<file path="config.mk">
export PLATFORM = sky130hd
export DESIGN_NAME = ap_program_counter
export DESIGN_NICKNAME = d
export VERILOG_FILES = /design/src/rtl/ap_program_counter.sv
export SDC_FILE = /design/constraint.sdc
export NUM_CORES = 1
export LEC_CHECK = 0
export CAP_MARGIN = 20
export CORE_ASPECT_RATIO = 2
export CORE_MARGIN = 2
export CORE_UTILIZATION = 56
export CTS_CLUSTER_DIAMETER = 100
export CTS_CLUSTER_SIZE = 30
export DETAILED_ROUTE_END_ITERATION = 8
export PLACE_DENSITY = 0.89
export SKIP_LAST_GASP = 1
export SYNTH_ARGS = -nofsm -noshare
export SYNTH_HDL_FRONTEND = slang
export SYNTH_SLANG_ARGS = --single-unit
</file>
<file path="constraint.sdc">
create_clock -name clk -period 6.7 [get_ports clk]
set_clock_uncertainty 0.05 [all_clocks]
set_input_delay 2.01 -clock clk [delete_from_list [all_inputs] [get_ports clk]]
set_output_delay 2.01 -clock clk [all_outputs]
set_load 0.05 [all_outputs]
</file>
<file path="src/rtl/ap_program_counter.sv">
// Program counter and fetch sequencer for the associative processor.
// Holds the fetch address stable per instruction; steps, jumps, enters/leaves the ISR.
module ap_program_counter #(
  parameter int ADDR_WIDTH_MEM = 16,
  parameter int OPCODE_WIDTH   = 4,
  parameter int ISA_WIDTH      = 30,
  parameter int INT_INS_DEPTH  = 27,
  parameter int START_ADDR     = 1
) (
  input  logic                      clk,
  input  logic                      rst,
  input  logic                      start,
  input  logic [ISA_WIDTH-1:0]      instruction,
  input  logic [OPCODE_WIDTH-1:0]   ins_valid,
  input  logic                      ap_done,
  input  logic                      int_req,
  output logic [ADDR_WIDTH_MEM-1:0] addr_ins,
  output logic                      int_ack,
  output logic                      in_int,
  output logic                      halted,
  output logic                      pc_err
);

  localparam int AW  = ADDR_WIDTH_MEM;
  localparam int OPW = OPCODE_WIDTH;

  localparam logic [AW-1:0] START    = AW'(START_ADDR);
  localparam logic [AW-1:0] INT_BASE = {1'b1, {(AW-1){1'b0}}};
  localparam logic [AW-1:0] INT_ENTRY = INT_BASE + AW'(1);
  localparam logic [AW-1:0] INT_LAST = INT_BASE + AW'(INT_INS_DEPTH);

  localparam logic [OPW-1:0] OP_JMP  = OPW'(4'hD);
  localparam logic [OPW-1:0] OP_RTI  = OPW'(4'hE);
  localparam logic [OPW-1:0] OP_HALT = OPW'(4'hF);

  typedef enum logic [1:0] {
    S_IDLE,
    S_FETCH,
    S_EXEC,
    S_HALT
  } state_e;

  state_e               state_q, state_d;
  logic [AW-1:0]        addr_q, addr_d;
  logic [AW-1:0]        ret_q, ret_d;
  logic [ISA_WIDTH-1:0] ir_q, ir_d;
  logic                 in_int_q, in_int_d;
  logic                 ack_q, ack_d;
  logic                 err_q, err_d;

  logic [OPW-1:0] op;
  logic [AW-1:0]  jmp_tgt;
  logic           is_jmp, is_rti, is_halt;
  logic           rti_ok, auto_ret, ret_clr, ovf;
  logic [AW-1:0]  nxt;

  assign op      = ir_q[ISA_WIDTH-1 -: OPW];
  assign jmp_tgt = ir_q[AW-1:0];
  assign is_jmp  = (op == OP_JMP);
  assign is_rti  = (op == OP_RTI);
  assign is_halt = (op == OP_HALT);

  // ISR falls back to the saved address after its last slot
  assign rti_ok   = is_rti & in_int_q;
  assign auto_ret = in_int_q & (addr_q == INT_LAST) & ~is_jmp & ~is_rti;
  assign ret_clr  = rti_ok | auto_ret;

  always_comb begin
    nxt = addr_q + AW'(1);
    unique case (1'b1)
      is_jmp:   nxt = jmp_tgt;
      rti_ok:   nxt = ret_q;
      auto_ret: nxt = ret_q;
      default:  ;
    endcase
  end

  assign ovf = ~in_int_q & (nxt >= INT_BASE);

  always_comb begin
    state_d  = state_q;
    addr_d   = addr_q;
    ret_d    = ret_q;
    ir_d     = ir_q;
    in_int_d = in_int_q;
    ack_d    = 1'b0;
    err_d    = err_q;
    unique case (state_q)
      S_IDLE: begin
        addr_d = START;
        if (start) state_d = S_FETCH;
      end
      S_FETCH: begin
        if (&ins_valid) begin
          ir_d    = instruction;
          state_d = S_EXEC;
        end
      end
      S_EXEC: begin
        if (ap_done) begin
          if (is_halt) begin
            state_d = S_HALT;
          end else if (ovf) begin
            err_d   = 1'b1;
            state_d = S_HALT;
          end else begin
            state_d = S_FETCH;
            if (int_req && !in_int_q) begin
              ret_d    = nxt;
              addr_d   = INT_ENTRY;
              in_int_d = 1'b1;
              ack_d    = 1'b1;
            end else begin
              addr_d = nxt;
              if (ret_clr) in_int_d = 1'b0;
            end
          end
        end
      end
      S_HALT: begin
        if (start) begin
          addr_d   = START;
          err_d    = 1'b0;
          in_int_d = 1'b0;
          state_d  = S_FETCH;
        end
      end
      default: state_d = S_IDLE;
    endcase
  end

  always_ff @(posedge clk or negedge rst) begin
    if (!rst) begin
      state_q  <= S_IDLE;
      addr_q   <= START;
      ret_q    <= '0;
      ir_q     <= '0;
      in_int_q <= 1'b0;
      ack_q    <= 1'b0;
      err_q    <= 1'b0;
    end else begin
      state_q  <= state_d;
      addr_q   <= addr_d;
      ret_q    <= ret_d;
      ir_q     <= ir_d;
      in_int_q <= in_int_d;
      ack_q    <= ack_d;
      err_q    <= err_d;
    end
  end

  logic unused_ir;
  assign unused_ir = ^ir_q[ISA_WIDTH-OPW-1:AW];

  assign addr_ins = addr_q;
  assign int_ack  = ack_q;
  assign in_int   = in_int_q;
  assign halted   = (state_q == S_HALT);
  assign pc_err   = err_q;

endmodule

</file>
==> impl_metrics.json <==
{
  "grt_first_pass_wirelength_mm": 12.6,
  "max-clock-path-buffers": 2,
  "post-route-period-util": 0.614,
  "synth.top_cell.area_share": 0.443,
  "rsz0062_at_grt": "false",
  "antenna_cells": 0,
  "cells_resized_by_post_cts_repair": 0,
  "detailed_place.area_mm2": 0.00362,
  "synth-edff-count": 0,
  "grt_pass1_vias": 2677,
  "critPathRequiredTime_ns": 6.88,
  "net_count_of_the_finished_layout": 374,
  "die_h_um": 110,
  "dp_cells": 379,
  "max_cap_viol_count": 0,
  "cts_post_setup_buffers_inserted": 0,
  "finalHoldViolCount": 0,
  "floorplan.initialDensity": 0.583,
  "area_of_the_mapped_netlist_mm2": 0.00316,
  "cp_data_arrival_time_ns": 4.30,
  "drt-wirelength-per-cell_um": 19.4,
  "crit_path_largest_cell_delay_ns": 0.58,
  "critPathLaunchType": "input pin",
  "antenna_violations_before_repair": 0,
  "netlist-cell-type-count": 52,
  "via_per_inst": 6.44,
  "layout-drive-gt1-share": 0.128,
  "ios": 59,
  "maximum_number_of_pins_on_one_net_before_global_route_repair": 58,
  "detailedPlacementHpwl_mm": 5.14,
  "finalMaxSlewViolations": 0,
  "totalNegativeSetupSlack_ns": 0,
  "synthCells": 287,
  "power.static_leakage_uw": 0.00171,
  "cts_tree": "built",
  "worst-setup-path-type": "input pin to flip-flop",
  "worst-r2r-cell-count": 6,
  "holdBufCountCts": 0,
  "floorplan.die_area_mm2": 0.00630,
  "cell_at_the_root_of_the_clock_tree": "clkbuf_8",
  "drc": 0,
  "cts_made_buffers": 9,
  "grt_overflow_total": 0,
  "gpl.final_weighted_congestion": 0.820,
  "synthArstFlopShare": 1.00,
  "synth_largest_area_cell": "dfrtp_1",
  "synth_area_leaders": "dfrtp_1 (44%), mux2_2 (7.8%), mux2i_1 (5.1%), o31ai_1 (3.8%), a222oi_1 (2.9%)",
  "crit_buf_inv": 1,
  "fill_cells": 416,
  "timing.critical_path.cells": "clkdlybuf4s50_1, nor2b_4, a211o_1, o21bai_1, or2_1, o31ai_1",
  "yosys.cell_count.top_type": "dfrtp_1",
  "first_iter_violations": 133,
  "floorplan.die.width_um": 57.1,
  "result_of_the_run": "finished clean",
  "placement_rows": 38,
  "instances_no_fill": 395,
  "crit_path_max_fanout": 16,
  "portBuffers": 48,
  "synthesis.area_per_instance_um2": 11.0,
  "postSynthRegisterBits": 57,
  "fmax_mhz": 243,
  "detail_route.first_pass.iterations": 5,
  "worst-slew-pin-transition_ns": 1.11,
  "critical-path-top-delay-family": "compound AO/OA/AOI/OAI gates",
  "yosysSeqAreaShare": 0.452,
  "whs_path_depth": 1,
  "total_power_uw": 1370,
  "worstSetupPathDepth": 6,
  "cp-end-kind": "flip-flop",
  "cts.clk_slew.worst_paths_ns": 0.06,
  "ir_worst_vdd_uv": 283,
  "report.final.setup_viol": 0,
  "clock_latency_ns": 0.33,
  "slowest_stage": "or2_1",
  "synth-warning-count": 0,
  "postRouteWirelength_mm": 7.66,
  "core_area_mm2": 0.00542,
  "clock_sinks": 57,
  "final_area_mm2": 0.00379,
  "minimum_period_implied_by_the_final_worst_setup_slack_ns": 4.12,
  "final_core_util": 0.699,
  "routed-via-count": 2544,
  "syn_nets": 331,
  "synth_flop_type": "dfrtp_1",
  "antenna_violating_nets_post_route": 0,
  "power-per-cell-area_mw_per_mm2": 362,
  "layout-area-overhead-vs-synth_pct": 19.8,
  "yosys-top-cells-count": "dfrtp_1 (56), mux2_2 (22), inv_1 (19)",
  "grt.total_usage": 0.264,
  "worst_hold_path_type": "flip-flop to flip-flop",
  "htree_levels": 3,
  "relSlewSlack": 0.259
}
==> area by class of cell <==
type / instances / area (um2) / area share
Multi-Input combinational cell: 194 / 1560 / 0.412
Sequential cell: 57 / 1430 / 0.377
Timing Repair Buffer: 49 / 483 / 0.128
Clock buffer: 16 / 170 / 0.0449
Tap cell: 60 / 75.1 / 0.0198
Inverter: 19 / 71.3 / 0.0188
==> power by group <==
part / leakage [uW] / internal, uW / total, uW / switching [uW]
clock network: 0.0000850 / 155 / 279 / 124
logic: 0.000897 / 216 / 521 / 304
registers: 0.000732 / 468 / 572 / 105
==> placed cells by master (no fill, tap or decap), types with 2 or more instances in the layout <==
cell type | synthesis | routed
a21boi_0 | 2 | 2
a21oi_1 | 6 | 6
a221oi_1 | 5 | 5
a222oi_1 | 9 | 9
and2_1 | 6 | 6
and3_1 | 2 | 2
and4_1 | 4 | 4
and4b_1 | 2 | 2
clkbuf_1 | 7 | 5
clkbuf_8 | 0 | 11
clkdlybuf4s50_1 | 0 | 47
dfrtp_1 | 56 | 56
ha_1 | 5 | 5
inv_1 | 19 | 19
mux2_2 | 22 | 22
mux2i_1 | 16 | 16
nand2_1 | 11 | 11
nand2b_1 | 3 | 3
nand3_1 | 6 | 6
nand4_1 | 6 | 6
nor2_1 | 4 | 4
nor2b_1 | 3 | 3
nor3_1 | 6 | 6
nor3b_1 | 2 | 2
nor4_1 | 4 | 4
nor4b_1 | 4 | 4
o21ai_0 | 16 | 16
o21bai_1 | 3 | 3
o31ai_1 | 16 | 16
xnor2_1 | 6 | 6
xor2_1 | 8 | 8
==> worst register-to-register path: stages, from the launching register on <==
cell and delay, ns:
dfrtp_1 0.42, inv_1 0.10, ha_1 0.37, inv_1 0.18
o21bai_1 0.86, or2_1 0.62, o31ai_1 0.17
==> state kept, by name (all words and copies together) (netlist names) <==
register  flops
ret_q        16
addr_ins     16
pc_err        1
in_int        1
ir_q         20
int_ack       1
state_q       2
==> worst paths after layout <==
path / startpoint / endpoint / slack, ns
max: ap_done / addr_ins[4]$_DFFE_PN0P_ / 2.58
min: ir_q[6]$_DFFE_PN0P_ / ir_q[6]$_DFFE_PN0P_ / 0.46
max reg2reg: state_q[0]$_DFFE_PN0P_ / addr_ins[4]$_DFFE_PN0P_ / 3.79
min reg2reg: ir_q[6]$_DFFE_PN0P_ / ir_q[6]$_DFFE_PN0P_ / 0.46
max in group asynchronous: rst / ret_q[7]$_DFFE_PN0P_ / 4.35
min in group asynchronous: rst / int_ack$_DFF_PN0_ / 1.76
==> layer usage <==
layer	up-vias	global-route usage	part of all wire
met5	-	0	0
met4	0	0.153	0.033
met3	21	0.0443	0.047
met2	89	0.466	0.56
met1	1274	0.295	0.36
li1	1160	-	-
==> cells by family after synthesis <==
kind of cell | count (synthesis) | share of synthesized area
multiplexers | 39 | 0.134
XOR/XNOR | 14 | 0.0388
adder cells (fa/ha/maj) | 5 | 0.0198
AO/OA/AOI/OAI | 67 | 0.156
flip-flops | 57 | 0.452
AND/OR/NAND/NOR | 69 | 0.145
buffers and inverters | 36 | 0.0546
==> metrics by stage <==
step / hold WS, ns / worst slack (ns)
6_report: 0.463 / 2.58
5_1_grt: 0.479 / 2.47
4_1_cts: 0.464 / 2.61
3_5_place_dp: 0.434 / 2.26
3_3_place_gp: 0.419 / 2.29
2_1_floorplan: 0.404 / 3.28
Power figures use the tool's default switching activity.
